===== src/rtl/collapse_bank_pkg.sv =====
`default_nettype none
// +----------------------------------------------------------------------+
// | collapse_bank_pkg                                                    |
// | FSM state type and obfuscation LFSR constants for the collapse bank. |
// | Rev 1.0                                                              |
// +----------------------------------------------------------------------+
package collapse_bank_pkg;

  typedef enum logic [1:0] {
    IDLE  = 2'd0,
    SCRUB = 2'd1,
    DEAD  = 2'd2
  } state_e;

  // Galois taps for x^16+x^14+x^13+x^11+1, right-shifting form
  localparam logic [15:0] c_lfsr_poly = 16'hB400;
  localparam logic [15:0] c_lfsr_seed = 16'hACE1;

  function automatic logic [15:0] lfsr_next(input logic [15:0] s);
    return (s >> 1) ^ (s[0] ? c_lfsr_poly : 16'h0000);
  endfunction

endpackage
`default_nettype wire


===== src/rtl/symbolic_lfsr.sv =====
`default_nettype none
// +----------------------------------------------------------------------+
// | symbolic_lfsr                                                        |
// | Free-running Galois LFSR supplying obfuscation words and bases.      |
// | Rev 1.0                                                              |
// +----------------------------------------------------------------------+
module symbolic_lfsr
  import collapse_bank_pkg::*;
#(
  parameter int                LFSR_W = 16,
  parameter logic [LFSR_W-1:0] SEED   = c_lfsr_seed
) (
  input  logic              clk,
  input  logic              reset,
  output logic [LFSR_W-1:0] o_lfsr
);

  logic [LFSR_W-1:0] r_lfsr;

  always_ff @(posedge clk) begin
    if (reset) r_lfsr <= SEED;
    else       r_lfsr <= lfsr_next(r_lfsr);
  end

  assign o_lfsr = r_lfsr;

endmodule
`default_nettype wire


===== src/rtl/collapse_bank_symbolic.sv =====
`default_nettype none
// +----------------------------------------------------------------------+
// | collapse_bank_symbolic                                               |
// | Bank of read-once secret cells with basis check and tamper scrub.    |
// | Rev 1.0                                                              |
// +----------------------------------------------------------------------+
module collapse_bank_symbolic
  import collapse_bank_pkg::*;
#(
  parameter int WIDTH     = 8,
  parameter int DEPTH     = 16,
  parameter int BASIS_W   = 2,
  parameter int LFSR_W    = 16,
  parameter int EXT_BASIS = 0,
  localparam int AW = (DEPTH > 1) ? $clog2(DEPTH) : 1,
  localparam int CW = $clog2(DEPTH + 1)
) (
  input  logic               clk,
  input  logic               reset,
  input  logic               i_init_valid,
  output logic               o_init_ready,
  input  logic [AW-1:0]      i_init_addr,
  input  logic [WIDTH-1:0]   i_init_value,
  input  logic [BASIS_W-1:0] i_init_basis,
  input  logic               i_rd_valid,
  output logic               o_rd_ready,
  input  logic [AW-1:0]      i_rd_addr,
  input  logic [BASIS_W-1:0] i_rd_basis,
  output logic               o_rsp_valid,
  output logic [WIDTH-1:0]   o_rsp_data,
  output logic               o_rsp_match,
  output logic               o_pad_enable,
  output logic               o_fuse_fire,
  input  logic               i_fuse_blow,
  input  logic               i_battery_drop,
  output logic               o_scrub_busy,
  output logic [CW-1:0]      o_live_count
);

  state_e             r_state;
  logic               r_fuse_blown;
  logic [AW-1:0]      r_scrub_cnt;
  logic [WIDTH-1:0]   r_stored    [DEPTH];
  logic [BASIS_W-1:0] r_basis     [DEPTH];
  logic [DEPTH-1:0]   r_collapsed;
  logic [CW-1:0]      r_live_count;
  logic               r_rsp_valid, r_rsp_match, r_fuse_fire;
  logic [WIDTH-1:0]   r_rsp_data;

  logic [LFSR_W-1:0]  w_lfsr;
  logic [WIDTH-1:0]   w_obf;
  logic [BASIS_W-1:0] w_sampled_basis;
  logic               w_tamper, w_init_ready, w_rd_ready, w_init_fire, w_rd_fire;
  logic               w_rd_live, w_hit, w_scrub_live, w_init_new;
  logic [CW:0]        w_up, w_dec, w_net;
  logic [CW-1:0]      w_live_next;

  symbolic_lfsr #(.LFSR_W(LFSR_W), .SEED(LFSR_W'(c_lfsr_seed))) u_lfsr (
    .clk    (clk),
    .reset  (reset),
    .o_lfsr (w_lfsr)
  );

  assign w_obf           = w_lfsr[WIDTH-1:0];
  assign w_sampled_basis = w_lfsr[LFSR_W-1 -: BASIS_W];
  assign w_tamper        = i_battery_drop | i_fuse_blow;

  // Tamper onset also drops init_ready so the handshake never claims an init it discards
  assign w_init_ready = (r_state == IDLE) & ~r_fuse_blown & ~w_tamper
                      & ~(i_rd_valid & (i_rd_addr == i_init_addr));
  assign w_rd_ready   = (r_state != SCRUB);
  assign w_init_fire  = i_init_valid & w_init_ready;
  assign w_rd_fire    = i_rd_valid & w_rd_ready;
  assign w_rd_live    = w_rd_fire & ~r_collapsed[i_rd_addr];
  assign w_hit        = w_rd_live & (i_rd_basis == r_basis[i_rd_addr]) & ~r_fuse_blown
                      & (r_state == IDLE) & ~w_tamper;
  assign w_scrub_live = (r_state == SCRUB) & ~r_collapsed[r_scrub_cnt];
  assign w_init_new   = w_init_fire & r_collapsed[i_init_addr];

  always_comb begin
    w_up  = {1'b0, r_live_count} + {{CW{1'b0}}, w_init_new};
    w_dec = {{CW{1'b0}}, w_rd_live} + {{CW{1'b0}}, w_scrub_live};
    w_net = w_up - w_dec;
    if (w_up < w_dec)                  w_live_next = '0;
    else if (w_net > (CW+1)'(DEPTH))   w_live_next = CW'(DEPTH);
    else                               w_live_next = w_net[CW-1:0];
  end

  always_ff @(posedge clk) begin
    if (reset) begin
      r_state      <= IDLE;
      r_fuse_blown <= 1'b0;
      r_scrub_cnt  <= '0;
      r_collapsed  <= '1;
      r_live_count <= '0;
      r_rsp_valid  <= 1'b0;
      r_rsp_match  <= 1'b0;
      r_rsp_data   <= '0;
      r_fuse_fire  <= 1'b0;
      for (int i = 0; i < DEPTH; i++) begin
        r_stored[i] <= '0;
        r_basis[i]  <= '0;
      end
    end else begin
      r_rsp_valid  <= w_rd_fire;
      r_rsp_match  <= w_hit;
      r_rsp_data   <= w_hit ? r_stored[i_rd_addr] : w_obf;
      r_fuse_fire  <= w_rd_live;
      r_live_count <= w_live_next;
      if (i_fuse_blow) r_fuse_blown <= 1'b1;

      if (w_init_fire) begin
        r_stored[i_init_addr]    <= i_init_value;
        r_basis[i_init_addr]     <= (EXT_BASIS != 0) ? i_init_basis : w_sampled_basis;
        r_collapsed[i_init_addr] <= 1'b0;
      end
      if (w_rd_live) begin
        r_stored[i_rd_addr]    <= w_obf;
        r_collapsed[i_rd_addr] <= 1'b1;
      end

      case (r_state)
        IDLE: begin
          if (w_tamper) begin
            r_state     <= SCRUB;
            r_scrub_cnt <= '0;
          end
        end
        SCRUB: begin
          r_stored[r_scrub_cnt]    <= w_obf;
          r_collapsed[r_scrub_cnt] <= 1'b1;
          if (i_battery_drop) begin
            r_scrub_cnt <= '0;
          end else if (r_scrub_cnt == AW'(DEPTH - 1)) begin
            r_scrub_cnt <= '0;
            r_state     <= (r_fuse_blown | i_fuse_blow) ? DEAD : IDLE;
          end else begin
            r_scrub_cnt <= r_scrub_cnt + 1'b1;
          end
        end
        DEAD:    r_state <= DEAD;
        default: r_state <= IDLE;
      endcase
    end
  end

  assign o_init_ready = w_init_ready;
  assign o_rd_ready   = w_rd_ready;
  assign o_rsp_valid  = r_rsp_valid;
  assign o_rsp_data   = r_rsp_data;
  assign o_rsp_match  = r_rsp_match;
  assign o_fuse_fire  = r_fuse_fire;
  assign o_scrub_busy = (r_state == SCRUB);
  assign o_live_count = r_live_count;
  assign o_pad_enable = r_rsp_valid & r_rsp_match & ~r_fuse_blown & (r_state == IDLE);

endmodule
`default_nettype wire


===== config.mk =====
export PLATFORM = sky130hd
export DESIGN_NAME = collapse_bank_symbolic
export DESIGN_NICKNAME = d
export VERILOG_FILES = /design/src/rtl/collapse_bank_pkg.sv /design/src/rtl/symbolic_lfsr.sv /design/src/rtl/collapse_bank_symbolic.sv
export SDC_FILE = /design/constraint.sdc
export NUM_CORES = 1
export LEC_CHECK = 0
export CAP_MARGIN = 40
export CORE_UTILIZATION = 30
export CTS_CLUSTER_DIAMETER = 150
export DETAILED_ROUTE_END_ITERATION = 7
export GPL_ROUTABILITY_DRIVEN = 0
export GPL_TIMING_DRIVEN = 0
export PLACE_DENSITY_LB_ADDON = 0.15
export SLEW_MARGIN = 10
export SYNTH_ARGS = -nofsm -noshare
export SYNTH_HDL_FRONTEND = slang
export SYNTH_SLANG_ARGS = --single-unit

===== constraint.sdc =====
create_clock -name clk -period 5.5 [get_ports clk]
set_input_delay 1.375 -clock clk [delete_from_list [all_inputs] [get_ports clk]]
set_output_delay 1.375 -clock clk [all_outputs]
set_load 0.02 [all_outputs]

==> metrics.md <==
| Metric | Value |
|---|---|
| Cts hold-fix bufs | `0` |
| Sequential fraction of the synthesis area | `52.6%` |
| Crit Path Max Fanout | `10` |
| Crit path depth | `6` |
| Synth cell types | `60` |
| Post-route DRC | `0` |
| Clock latency on the worst-skew pair | `0.54 ns` |
| Clk buf depth | `3` |
| Mapped Cells | `873` |
| Die width | `195 um` |
| Final setup violation count | `0` |
| Fillers | `3599` |
| Top FF cell, synth | `edfxtp_1` |
| Worst vdd rail ir drop | `0.000254 V` |
| Critical path type | `input port to output pin` |
| Synth Register Bits | `215` |
| Crit path cell chain | `clkdlybuf4s50_1, nor3_1, nand2_1, a31oi_2, clkbuf_1, clkdlybuf4s50_1` |
| Port Buffers | `37` |
| Worst hold margin | `0.409 ns` |
| Final period util | `97.3%` |
| Total grt overflow | `0` |
| Core Region | `36700 um^2` |
| Top delay family on crit path | `buffers and inverters` |
| Vias/cell | `5.63` |
| Status | `complete, no violations` |
| Critical Path RT | `4.12 ns` |
| Wire length of the first global-routing pass | `53500 um` |
| IO Pins | `46` |
| Final WL | `36100 um` |
| Number of inserted diodes | `0` |
| Fin crit period | `5.35 ns` |
| Post-DP Area | `12200 um^2` |
| Final Net Count | `978` |
| Share of cells above drive strength 1 | `17.4%` |
| 1st-iter DRT viols | `790` |
| Worst-margin pin slew | `0.880 ns` |
| CTS tree | `built` |
| Fin cells | `1429` |
| Yosys top cell area share | `42.8%` |
| Number of global-route vias before repair | `7878` |
| Die Y | `195 um` |
| Initial antenna violation count | `0` |
| Mapped Nets | `909` |
| Routed Antenna Nets | `0` |
| Max-cap violations | `0` |
| Row count | `70` |
| Synth area leader | `edfxtp_1` |
| Crit end category | `output pin` |
| Max transition margin | `41.3%` |
| Final hold vios | `0` |
| CP peak stage delay | `0.69 ns` |
| CTS clk-pin slew, worst paths | `0.06 ns` |
| Synth Area per Inst | `12.9 um^2` |
| Placed cell count | `1383` |
| CP max-delay cell | `clkdlybuf4s50_1` |
| PwrDens | `297 nW/um^2` |
| Root buf cell | `clkbuf_16` |
| Most frequent CP cell | `clkdlybuf4s50_1` |
| Yosys Warn Count | `0` |
| CTS HTree Levels | `1` |
| Setup TNS | `0 ns` |
| Data arrival time of the critical path | `3.97 ns` |
| Hold crit path type | `flip-flop to flip-flop` |
| Synth Cell Area | `11200 um^2` |
| Initial DRT Pass Iterations | `5` |
| EDFF count, synth | `160` |
| Final Max Tran Viols | `0` |
| Worst Reg-to-Reg Cells | `11` |
| Post-DP HPWL | `27400 um` |
| FFs w/ async S/R, synth | `0%` |
| Crit path launch type | `input port` |
| TritonCTS buffer count | `25` |
| FMAX | `187 MHz` |
| Design area | `13000 um^2` |
| Largest net degree at the start of global routing | `15` |
| RSZ-0062 raised after global routing | `false` |
| Layout Area Growth over Synthesis | `15.8%` |
| Tot GR Track Use | `19.0%` |
| DR vias | `8043` |
| Initial Util | `30.6%` |
| CTS sink count | `215` |
| Clk_skew | `0.0171 ns` |
| Hold Crit Depth | `1` |
| WP buf/inv | `3` |
| Pleak | `4.64 nW` |
| Synth area leaders | `edfxtp_1 (43%), mux4_2 (12%), a22o_1 (10%)` |
| Die area | `38200 um^2` |
| Drt wl/cell | `25.2 um` |
-- power by group --
| part | total [W] | switching, W | internal [W] |
|---|---|---|---|
| Clock | 0.00158 | 0.000700 | 0.000883 |
| Sequential | 0.00183 | 0.0000241 | 0.00181 |
| Combinational | 0.000447 | 0.000290 | 0.000157 |
-- cell families after synthesis --
family | Yosys count | share of synthesized area (%)
and+or+nand+nor | 262 | 13.0
AOI/OAI and AO/OA | 207 | 15.4
buffers and inverters | 87 | 3.27
adders and majority gates | 10 | 1.18
DFF | 215 | 52.6
muxes | 78 | 13.5
xor gates and xnor gates | 14 | 1.09
-- cells in the mapped netlist (all sizes together) (2+ instances only) --
cell type,n
edfxtp,160
a22o,129
nand2,67
nor2,64
mux4,58
dfxtp,55
clkbuf,41
nor3,35
buf,31
nand3,24
inv,15
mux2i,15
a21oi,14
a22oi,14
nor2b,14
a211o,11
nand2b,11
ha,9
o211ai,9
nand4,8
and2,7
nor3b,7
or2,7
xnor2,7
xor2,7
and3,6
o21ai,6
a31oi,5
mux2,5
a41o,4
o211a,4
nor4,3
a211oi,2
nand3b,2
nand4b,2
o311ai,2
or3,2
-- per-layer routing --
| metal | share of wire [%] | up-vias | routed length [um] | GRT usage (%) |
|---|---|---|---|---|
| met1 | 47 | 4118 | 16800 | 27.8 |
| li1 | - | 3588 | - | - |
| met4 | 1.4 | 0 | 497 | 3.85 |
| met5 | 0 | - | 0 | 0 |
| met3 | 7.0 | 41 | 2540 | 3.07 |
| met2 | 45 | 296 | 16200 | 29.7 |
-- path summary, 6_finish.rpt --
kind / slack, ns / start / end
worst min-delay path: 0.41 / u_lfsr.o_lfsr[12] / u_lfsr.o_lfsr[11]
worst max-delay path: 0.15 / i_battery_drop / o_init_ready
worst min register to register: 0.41 / u_lfsr.o_lfsr[12] / u_lfsr.o_lfsr[11]
worst max register to register: 1.45 / r_scrub_cnt[0] / o_live_count[3]
-- through the flow --
| step | utilization, % | total power [W] | setup WS [ns] |
|---|---|---|---|
| 2_1_floorplan | - | 0.00214 | 0.889 |
| 3_3_place_gp | 33.2 | 0.00231 | -0.281 |
| 3_5_place_dp | 33.3 | 0.00231 | -0.313 |
| 4_1_cts | 35.4 | 0.00389 | 0.0581 |
| 5_1_grt | 35.4 | 0.00399 | 0.0188 |
| 6_report | 35.4 | 0.00386 | 0.151 |
-- cells in the final DEF, fill, tap and decap left out, types with 8 or more instances in the layout --
cell type / Yosys / layout
a211o_1: 11 / 11
a21oi_1: 14 / 14
a22o_1: 129 / 129
a22oi_1: 14 / 14
buf_1: 13 / 13
buf_2: 11 / 14
clkbuf_1: 41 / 46
clkbuf_16: 0 / 25
clkdlybuf4s50_1: 0 / 37
dfxtp_1: 55 / 55
edfxtp_1: 160 / 160
ha_1: 9 / 9
inv_1: 15 / 15
mux2i_1: 15 / 15
mux4_2: 58 / 58
nand2_1: 67 / 67
nand2b_1: 11 / 11
nand3_1: 22 / 22
nand4_1: 8 / 8
nor2_1: 62 / 62
nor2b_1: 14 / 14
nor3_1: 15 / 15
nor3_2: 15 / 15
o211ai_1: 9 / 9
-- flip-flops by register name (all words and copies together) (netlist names) --
name,count
o_fuse_fire,1
o_live_count,5
o_rsp_data,8
o_rsp_match,1
o_rsp_valid,1
r_basis,32
r_collapsed,16
r_fuse_blown,1
r_scrub_cnt,4
r_state,2
r_stored,128
u_lfsr.o_lfsr,16
-- what timing repair did --
item	4_1_cts	5_1_grt
setup buffers	0	0
resized for setup	0	1
endpoints found under the setup margin	0	1
-- worst reg2reg max path, stage by stage, from the launching register on --
cell      delay (ns)
dfxtp_1         0.39
clkbuf_1        0.52
mux4_2          0.59
mux4_2          0.47
nor2_1          0.25
ha_1            0.30
ha_1            0.21
fa_1            0.43
xnor2_1         0.24
nand4_1         0.14
a221o_1         0.37
nor2_1          0.10
-- final cells by class --
type | count | area [um^2] | share of cell area, %
Tap cell | 468 | 586 | 4.51
Multi-Input combinational cell | 571 | 4960 | 38.1
Inverter | 15 | 56.3 | 0.433
Timing Repair Buffer | 42 | 408 | 3.14
Buffer | 72 | 310 | 2.39
Sequential cell | 215 | 5910 | 45.4
Clock buffer | 33 | 686 | 5.28
Clock inverter | 13 | 90.1 | 0.693
No activity file was read; power rests on OpenSTA's default activity.
